$ cat config.mk
export PLATFORM = sky130hd
export DESIGN_NAME = biquad_coeff_sequencer
export DESIGN_NICKNAME = d
export VERILOG_FILES = /design/src/rtl/biquad_coeff_sequencer.sv
export SDC_FILE = /design/constraint.sdc
export NUM_CORES = 1
export LEC_CHECK = 0
export BUFFER_PORTS_ARGS = -buffer_cell sky130_fd_sc_hd__buf_2
export CAP_MARGIN = 10
export CELL_PAD_IN_SITES_DETAIL_PLACEMENT = 1
export CELL_PAD_IN_SITES_GLOBAL_PLACEMENT = 1
export CORE_MARGIN = 1.5
export CORE_UTILIZATION = 50
export DETAILED_ROUTE_END_ITERATION = 7
export GPL_TIMING_DRIVEN = 0
export PLACE_DENSITY = 0.77
export SLEW_MARGIN = 10
export SYNTH_ARGS = -nofsm -noshare
export SYNTH_HDL_FRONTEND = slang
export SYNTH_SLANG_ARGS = --single-unit
$ cat constraint.sdc
create_clock -name clk_i -period 3 [get_ports clk_i]
set_clock_uncertainty 0.15 [all_clocks]
set_input_delay 0.15 -clock clk_i [delete_from_list [all_inputs] [get_ports clk_i]]
set_output_delay 0.15 -clock clk_i [all_outputs]
set_load 0.005 [all_outputs]
$ cat src/rtl/biquad_coeff_sequencer.sv
// Biquad coefficient sequencer.
// A WISHBONE target holds a shadow copy of every channel's coefficients.
// Committing a channel mask streams the selected channels' coefficients,
// one per cycle, to the filter cores. A single update pulse then swaps all
// of those channels together.
module biquad_coeff_sequencer #(
    parameter int NCH         = 4,
    parameter int NCOEFF      = 8,
    parameter int COEFF_BITS  = 18,
    parameter int WB_ADR_BITS = 10
) (
    input  logic                      clk_i,
    input  logic                      rst_n_i,
    input  logic                      wb_cyc_i,
    input  logic                      wb_stb_i,
    input  logic                      wb_we_i,
    input  logic [WB_ADR_BITS-1:0]    wb_adr_i,
    input  logic [31:0]               wb_dat_i,
    input  logic [3:0]                wb_sel_i,
    output logic                      wb_ack_o,
    output logic                      wb_err_o,
    output logic                      wb_rty_o,
    output logic [31:0]               wb_dat_o,
    input  logic                      global_update_i,
    output logic [COEFF_BITS-1:0]     coeff_dat_o,
    output logic [$clog2(NCOEFF)-1:0] coeff_adr_o,
    output logic [NCH-1:0]            coeff_wr_o,
    output logic [NCH-1:0]            update_o,
    output logic                      busy_o
);

    localparam int KB   = $clog2(NCOEFF);
    localparam int CHB  = (NCH > 1) ? $clog2(NCH) : 1;
    localparam int NENT = NCH * NCOEFF;
    localparam int IB   = $clog2(NENT);

    typedef enum logic [1:0] {IDLE, STREAM, UPDATE} state_t;

    state_t                state_q, state_d;
    logic [COEFF_BITS-1:0] shadow_q [NENT];
    logic [NCH-1:0]        mask_q;
    logic                  err_flag_q;
    logic                  commit_pend_q;
    logic                  gu_pend_q;
    logic                  glob_q;
    logic [CHB-1:0]        ch_q;
    logic [KB-1:0]         k_q;

    logic        req, idle, last_k;
    logic [31:0] adr_ext, status_word;
    logic        is_ctrl, is_status, is_shadow, wr_blocked;
    logic [IB-1:0] sh_idx, st_idx;
    logic [CHB-1:0] first_ch, nxt_ch;
    logic           nxt_found;

    assign wb_rty_o = 1'b0;
    assign idle     = (state_q == IDLE);
    assign last_k   = (k_q == KB'(NCOEFF - 1));

    // Address decode and bus qualification. A new request is only taken while no response is
    // pending, so a held strobe sees a one-cycle gap between acknowledges.
    always_comb begin
        // NOTE: give every always_comb output a default first so that no path infers a latch.
        req       = wb_cyc_i & wb_stb_i & ~wb_ack_o & ~wb_err_o;
        adr_ext   = 32'(wb_adr_i);
        is_ctrl   = (adr_ext[31:2] == 30'd0);
        is_status = (adr_ext[31:2] == 30'd1);
        is_shadow = (adr_ext >= 32'h100) && (adr_ext < 32'(256 + 4 * NENT));
        sh_idx    = IB'((adr_ext - 32'h100) >> 2);
        st_idx    = IB'(int'(ch_q) * NCOEFF + int'(k_q));
        wr_blocked = req & wb_we_i & ~idle & (is_shadow | (is_ctrl & wb_dat_i[0]));
        status_word             = '0;
        status_word[0]          = ~idle;
        status_word[1]          = err_flag_q;
        status_word[16 +: NCH]  = mask_q;
    end

    // Lowest masked channel overall, and the next masked channel above the current one.
    always_comb begin
        first_ch  = '0;
        nxt_ch    = '0;
        nxt_found = 1'b0;
        for (int i = NCH - 1; i >= 0; i--) begin
            if (mask_q[i]) begin
                first_ch = CHB'(i);
            end
            if (mask_q[i] && (i > int'(ch_q))) begin
                nxt_ch    = CHB'(i);
                nxt_found = 1'b1;
            end
        end
    end

    // Bus responses, control/status registers and commit request.
    always_ff @(posedge clk_i or negedge rst_n_i) begin
        if (!rst_n_i) begin
            wb_ack_o      <= 1'b0;
            wb_err_o      <= 1'b0;
            wb_dat_o      <= '0;
            err_flag_q    <= 1'b0;
            mask_q        <= '0;
            commit_pend_q <= 1'b0;
        end else begin
            // NOTE: sequential state uses non-blocking assignments only. Every register then
            // samples pre-edge values, whatever the order of the statements.
            wb_ack_o      <= 1'b0;
            wb_err_o      <= 1'b0;
            wb_dat_o      <= '0;
            commit_pend_q <= 1'b0;
            if (req) begin
                if (wr_blocked) begin
                    wb_err_o   <= 1'b1;
                    err_flag_q <= 1'b1;
                end else begin
                    wb_ack_o <= 1'b1;
                    if (wb_we_i) begin
                        if (is_ctrl && wb_dat_i[0]) begin
                            mask_q        <= wb_dat_i[16 +: NCH];
                            commit_pend_q <= |wb_dat_i[16 +: NCH];
                        end
                        if (is_status && wb_dat_i[1]) begin
                            err_flag_q <= 1'b0;
                        end
                    end else if (is_status) begin
                        wb_dat_o <= status_word;
                    end else if (is_shadow) begin
                        wb_dat_o <= 32'(shadow_q[sh_idx]);
                    end
                end
            end
        end
    end

    // Shadow coefficient store. Writes are accepted only while idle.
    always_ff @(posedge clk_i or negedge rst_n_i) begin
        if (!rst_n_i) begin
            // NOTE: the store must come up cleared, so this array is built from resettable flops
            // rather than a RAM macro.
            for (int i = 0; i < NENT; i++) begin
                shadow_q[i] <= '0;
            end
        end else if (req && wb_we_i && is_shadow && idle && wb_sel_i[0]) begin
            shadow_q[sh_idx] <= wb_dat_i[COEFF_BITS-1:0];
        end
    end

    // Sequencer state register.
    always_ff @(posedge clk_i or negedge rst_n_i) begin
        if (!rst_n_i) begin
            state_q <= IDLE;
        end else begin
            state_q <= state_d;
        end
    end

    // Next-state logic and state-decoded outputs.
    always_comb begin
        state_d     = state_q;
        busy_o      = 1'b0;
        coeff_wr_o  = '0;
        coeff_adr_o = '0;
        coeff_dat_o = '0;
        update_o    = {NCH{glob_q | (idle & gu_pend_q)}};
        unique case (state_q)
            IDLE: begin
                if (commit_pend_q) begin
                    state_d = STREAM;
                end
            end
            STREAM: begin
                busy_o      = 1'b1;
                coeff_wr_o  = NCH'(1) << ch_q;
                coeff_adr_o = k_q;
                coeff_dat_o = shadow_q[st_idx];
                if (last_k && !nxt_found) begin
                    state_d = UPDATE;
                end
            end
            UPDATE: begin
                busy_o   = 1'b1;
                update_o = update_o | mask_q;
                state_d  = IDLE;
            end
            default: state_d = IDLE;
        endcase
    end

    // Channel and coefficient counters. They are preloaded with the first masked channel while idle.
    always_ff @(posedge clk_i or negedge rst_n_i) begin
        if (!rst_n_i) begin
            ch_q <= '0;
            k_q  <= '0;
        end else if (state_q == IDLE) begin
            ch_q <= first_ch;
            k_q  <= '0;
        end else if (state_q == STREAM) begin
            if (last_k) begin
                k_q  <= '0;
                ch_q <= nxt_ch;
            end else begin
                k_q <= k_q + 1'b1;
            end
        end
    end

    // Global update requests. A request seen while idle pulses one cycle later. Requests made while
    // busy merge into one pulse in the first idle cycle.
    always_ff @(posedge clk_i or negedge rst_n_i) begin
        if (!rst_n_i) begin
            gu_pend_q <= 1'b0;
            glob_q    <= 1'b0;
        end else begin
            glob_q    <= idle & global_update_i;
            gu_pend_q <= idle ? 1'b0 : (gu_pend_q | global_update_i);
        end
    end

endmodule

==> key figures <==
Detailed routing
  – Router iterations before antenna repair: 5
  – DR vias: 23,400
  – Post-route ant nets: 0
  – DRT Wirelength: 128,000 um
  – Vias per cell: 7.10
  – Residual DRC: 0
  – Post-detailed-route wirelength per cell: 38.7 um
  – Starting DRT DRC Count: 3,087

Timing
  – Worst hold slack: 0.145 ns
  – Final WS setup: -0.308 ns
  – Fmax: 302 MHz
  – Unrepaired setup endpoints after global routing: true
  – Slew margin rel.: 20.7%
  – Actual slew at the worst max-slew pin: 1.19 ns
  – Fin. Hold Viols: 0
  – Pins Over Slew Limit: 0
  – Min Tclk post-route: 3.31 ns
  – Fin crit share: 110%
  – # setup viols final: 20

Power
  – Reg power frac: 45.5%
  – Clock Power Share: 48.6%
  – NetSw: 4.51 mW
  – Max rail drop VDD: 0.393 mV
  – Logic gate share of total power: 5.9%
  – LEAKAGE: 17.4 nW
  – Switching fraction of total power: 24.5%
  – PwrDens: 479 mW/mm2
  – Int Pwr: 13.9 mW

Final layout
  – Syn-to-layout area delta: 19.6%
  – # diodes: 0
  – Design Area, Final: 0.0385 mm2
  – Non-filler cells, final: 3,304
  – Final nets: 2,463
  – Layout cells sized above 1: 55.6%

Setup path
  – CP Capture Type: output port
  – CP startpoint kind: flip-flop
  – FF-to-FF setup slack: 0.06 ns
  – Critical Path Source: k_q[0]
  – Reg-to-reg startpoint: state_q[0]
  – Critical path fanouts, max: 10
  – Reg2reg end: shadow_q[551]
  – Data arrival, critical path: 3.01 ns
  – CP Class: reg2out
  – Worst Reg-to-Reg Cells: 11
  – CP Data Required Time: 2.70 ns
  – CP endpoint: coeff_dat_o[7]

Floorplanning
  – Overall die height: 257 um
  – Core ar.: 0.0633 mm2
  – Chip width: 257 um
  – FP Rows: 92
  – Io pins: 117
  – Die footprint: 0.0658 mm2
  – Initial core utilization: 50.8%

Synthesis
  – Synth async-reset ratio: 100%
  – Synth Flop Type: dfrtp_1
  – Warnings from Yosys: 0
  – Top cell types by occurrence after synthesis: dfrtp_1, mux2_2, mux4_2
  – Post-synthesis register bit count: 613
  – Post-synthesis instance area: 0.0322 mm2
  – Yosys top cell area share: 47.7%
  – Area leader, netlist: dfrtp_1
  – Sequential cell area fraction in the yosys report: 47.7%
  – Avg Cell Area, Syn: 15.3 um2
  – Post-synth EDFFs: 0
  – Most common cell in the synthesized netlist: dfrtp_1
  – Mapped Cells: 2,104
  – Yosys cell types: 53
  – Largest cells by area after synthesis: dfrtp_1, mux2_2, mux4_2, mux2i_1, a22oi_1

Place
  – Post-DP Area: 0.0339 mm2
  – Post-DP HPWL: 85,300 um
  – Port Buffers: 85
  – Placed Cells: 3,056
  – RD Place Congestion: 0.975

Clock tree
  – Clock sink count: 613
  – TritonCTS Buffers: 71
  – Worst skew pair latency: 0.63 ns
  – Root buffer cell: clkbuf_16
  – Clock Path Buffers: 3
  – Clk slew on worst S/H paths: 0.06 ns
  – CTS tree: done
  – H-tree levels: 3

Flow run
  – Max-cap violations: 0

Run status
  – Failing checks: negative setup slack
  – Status: complete, but fails checks

GRT
  – Initial antenna violation count: 2
  – Largest net degree at the start of global routing: 112
  – GR Util All Layers: 39.2%
  – First-pass GRT wire length: 183,000 um
  – Gr ovfl total: 0
  – Vias in the first global route: 24,500

Min path
  – Hold Crit Class: in2reg
  – Hold path cells: 5
[layer usage]
| layer | up-vias | track usage [%] | wire length, um |
|---|---|---|---|
| li1 | 8808 | - | - |
| met1 | 12700 | 52.8 | 48700 |
| met2 | 1523 | 57.4 | 57100 |
| met3 | 395 | 11.6 | 14600 |
| met4 | 4 | 21.2 | 7570 |
| met5 | - | 0 | 20 |
[sequential cells by signal, indices dropped and copies added, names as in the netlist]
| register | flops |
|---|---|
| shadow_q | 576 |
| wb_dat_o | 20 |
| mask_q | 4 |
| k_q | 3 |
| ch_q | 2 |
| state_q | 2 |
| commit_pend_q | 1 |
| err_flag_q | 1 |
| glob_q | 1 |
| gu_pend_q | 1 |
| wb_ack_o | 1 |
| wb_err_o | 1 |
[cells by family (layout without fill, tap and decap cells)]
group | after synthesis | after routing | share of synthesized area (%)
adders and majority gates | 5 | 5 | 0.195
AOI/OAI and AO/OA | 214 | 214 | 4.91
DFF | 613 | 613 | 47.7
muxes | 901 | 901 | 40.3
buffers and inverters | 220 | 562 | 3.40
and+or+nand+nor | 150 | 150 | 3.50
other | 1 | 13 | 0.0117
[cell usage in the layout (no fill, tap or decap), types with 6 or more instances in the layout]
| cell | Yosys | routed |
|---|---|---|
| dfrtp_1 | 613 | 610 |
| buf_12 | 0 | 18 |
| a22o_4 | 0 | 9 |
| mux4_2 | 256 | 256 |
| buf_4 | 41 | 125 |
| a221oi_1 | 32 | 15 |
| nor2_1 | 23 | 22 |
| nor2_4 | 32 | 33 |
| o22ai_1 | 33 | 33 |
| buf_2 | 44 | 116 |
| clkbuf_2 | 0 | 14 |
| a31oi_2 | 0 | 8 |
| clkbuf_16 | 0 | 75 |
| nand2_1 | 20 | 19 |
| and2_1 | 7 | 6 |
| mux2i_1 | 65 | 65 |
| clkbuf_8 | 0 | 29 |
| nand4b_1 | 6 | 6 |
| mux2_2 | 574 | 574 |
| clkinv_2 | 0 | 10 |
| nor4_1 | 7 | 7 |
| buf_1 | 20 | 6 |
| buf_6 | 8 | 13 |
| clkbuf_4 | 0 | 7 |
| buf_16 | 0 | 11 |
| a221oi_4 | 0 | 17 |
| mux2_1 | 6 | 6 |
| a31oi_1 | 33 | 21 |
| conb_1 | 1 | 13 |
| clkbuf_1 | 99 | 83 |
| a22oi_2 | 0 | 10 |
| inv_1 | 7 | 7 |
| a22o_1 | 32 | 23 |
| dlygate4sd3_1 | 0 | 33 |
| a22oi_1 | 64 | 54 |
| a21oi_1 | 8 | 8 |
[area by class of cell]
class | instances | area [um2]
clock inverters | 18 | 211
inverters | 8 | 32.5
plain buffers | 205 | 1500
multi-input cells | 1283 | 16300
fillers | 5816 | 24800
well taps | 846 | 1060
clock buffers | 107 | 2150
flip-flops and latches | 613 | 15300
repair buffers | 224 | 1840
[worst min path at each step]
stage | startpoint | endpoint | slack [ns]
6_report | wb_stb_i | wb_err_o | 0.15
5_1_grt | wb_stb_i | wb_err_o | 0.17
3_3_place_gp | global_update_i | gu_pend_q | 0.23
2_1_floorplan | rst_n_i | ch_q[0] | -0.30
3_5_place_dp | rst_n_i | shadow_q[307] | -0.02
4_1_cts | wb_stb_i | wb_err_o | 0.12
[power by group through the flow]
| stage | clock network, mW | registers, mW | logic [mW] |
|---|---|---|---|
| after floorplan | 0 | 8.50 | 0.428 |
| after global placement | 0 | 8.52 | 0.926 |
| after detailed placement | 0 | 8.52 | 0.989 |
| after CTS | 8.96 | 8.37 | 1.04 |
| after global routing | 9.27 | 8.38 | 1.12 |
| final | 8.96 | 8.37 | 1.09 |
[what timing repair did]
item,CTS,global route
hold buffers,34,0
setup buffers,67,27
endpoints found under the setup margin,469,428
resized for setup,183,57
pin swaps,42,11
endpoints found under the hold margin,272,0
cloned,2,0
[metrics by stage]
stage / power, mW / TNS, ns / utilization [%] / setup slack [ns]
after floorplan: 8.93 / 0 / - / 0.358
after global placement: 9.44 / -6653.81 / 53.2 / -10.79
after detailed placement: 9.51 / -133.61 / 53.6 / -1.40
after CTS: 18.4 / -3.22 / 60.1 / -0.247
after global routing: 18.8 / -4.07 / 60.8 / -0.290
final: 18.4 / -3.73 / 60.8 / -0.308
[critical path: stages (launching register included)]
cell	delay, ns
dfrtp_2	0.38
buf_12	0.16
buf_12	0.14
buf_12	0.16
mux4_2	0.56
a22o_1	0.25
a221oi_4	0.38
a31oi_4	0.18
buf_2	0.17
(Power assumes the default switching activity.)
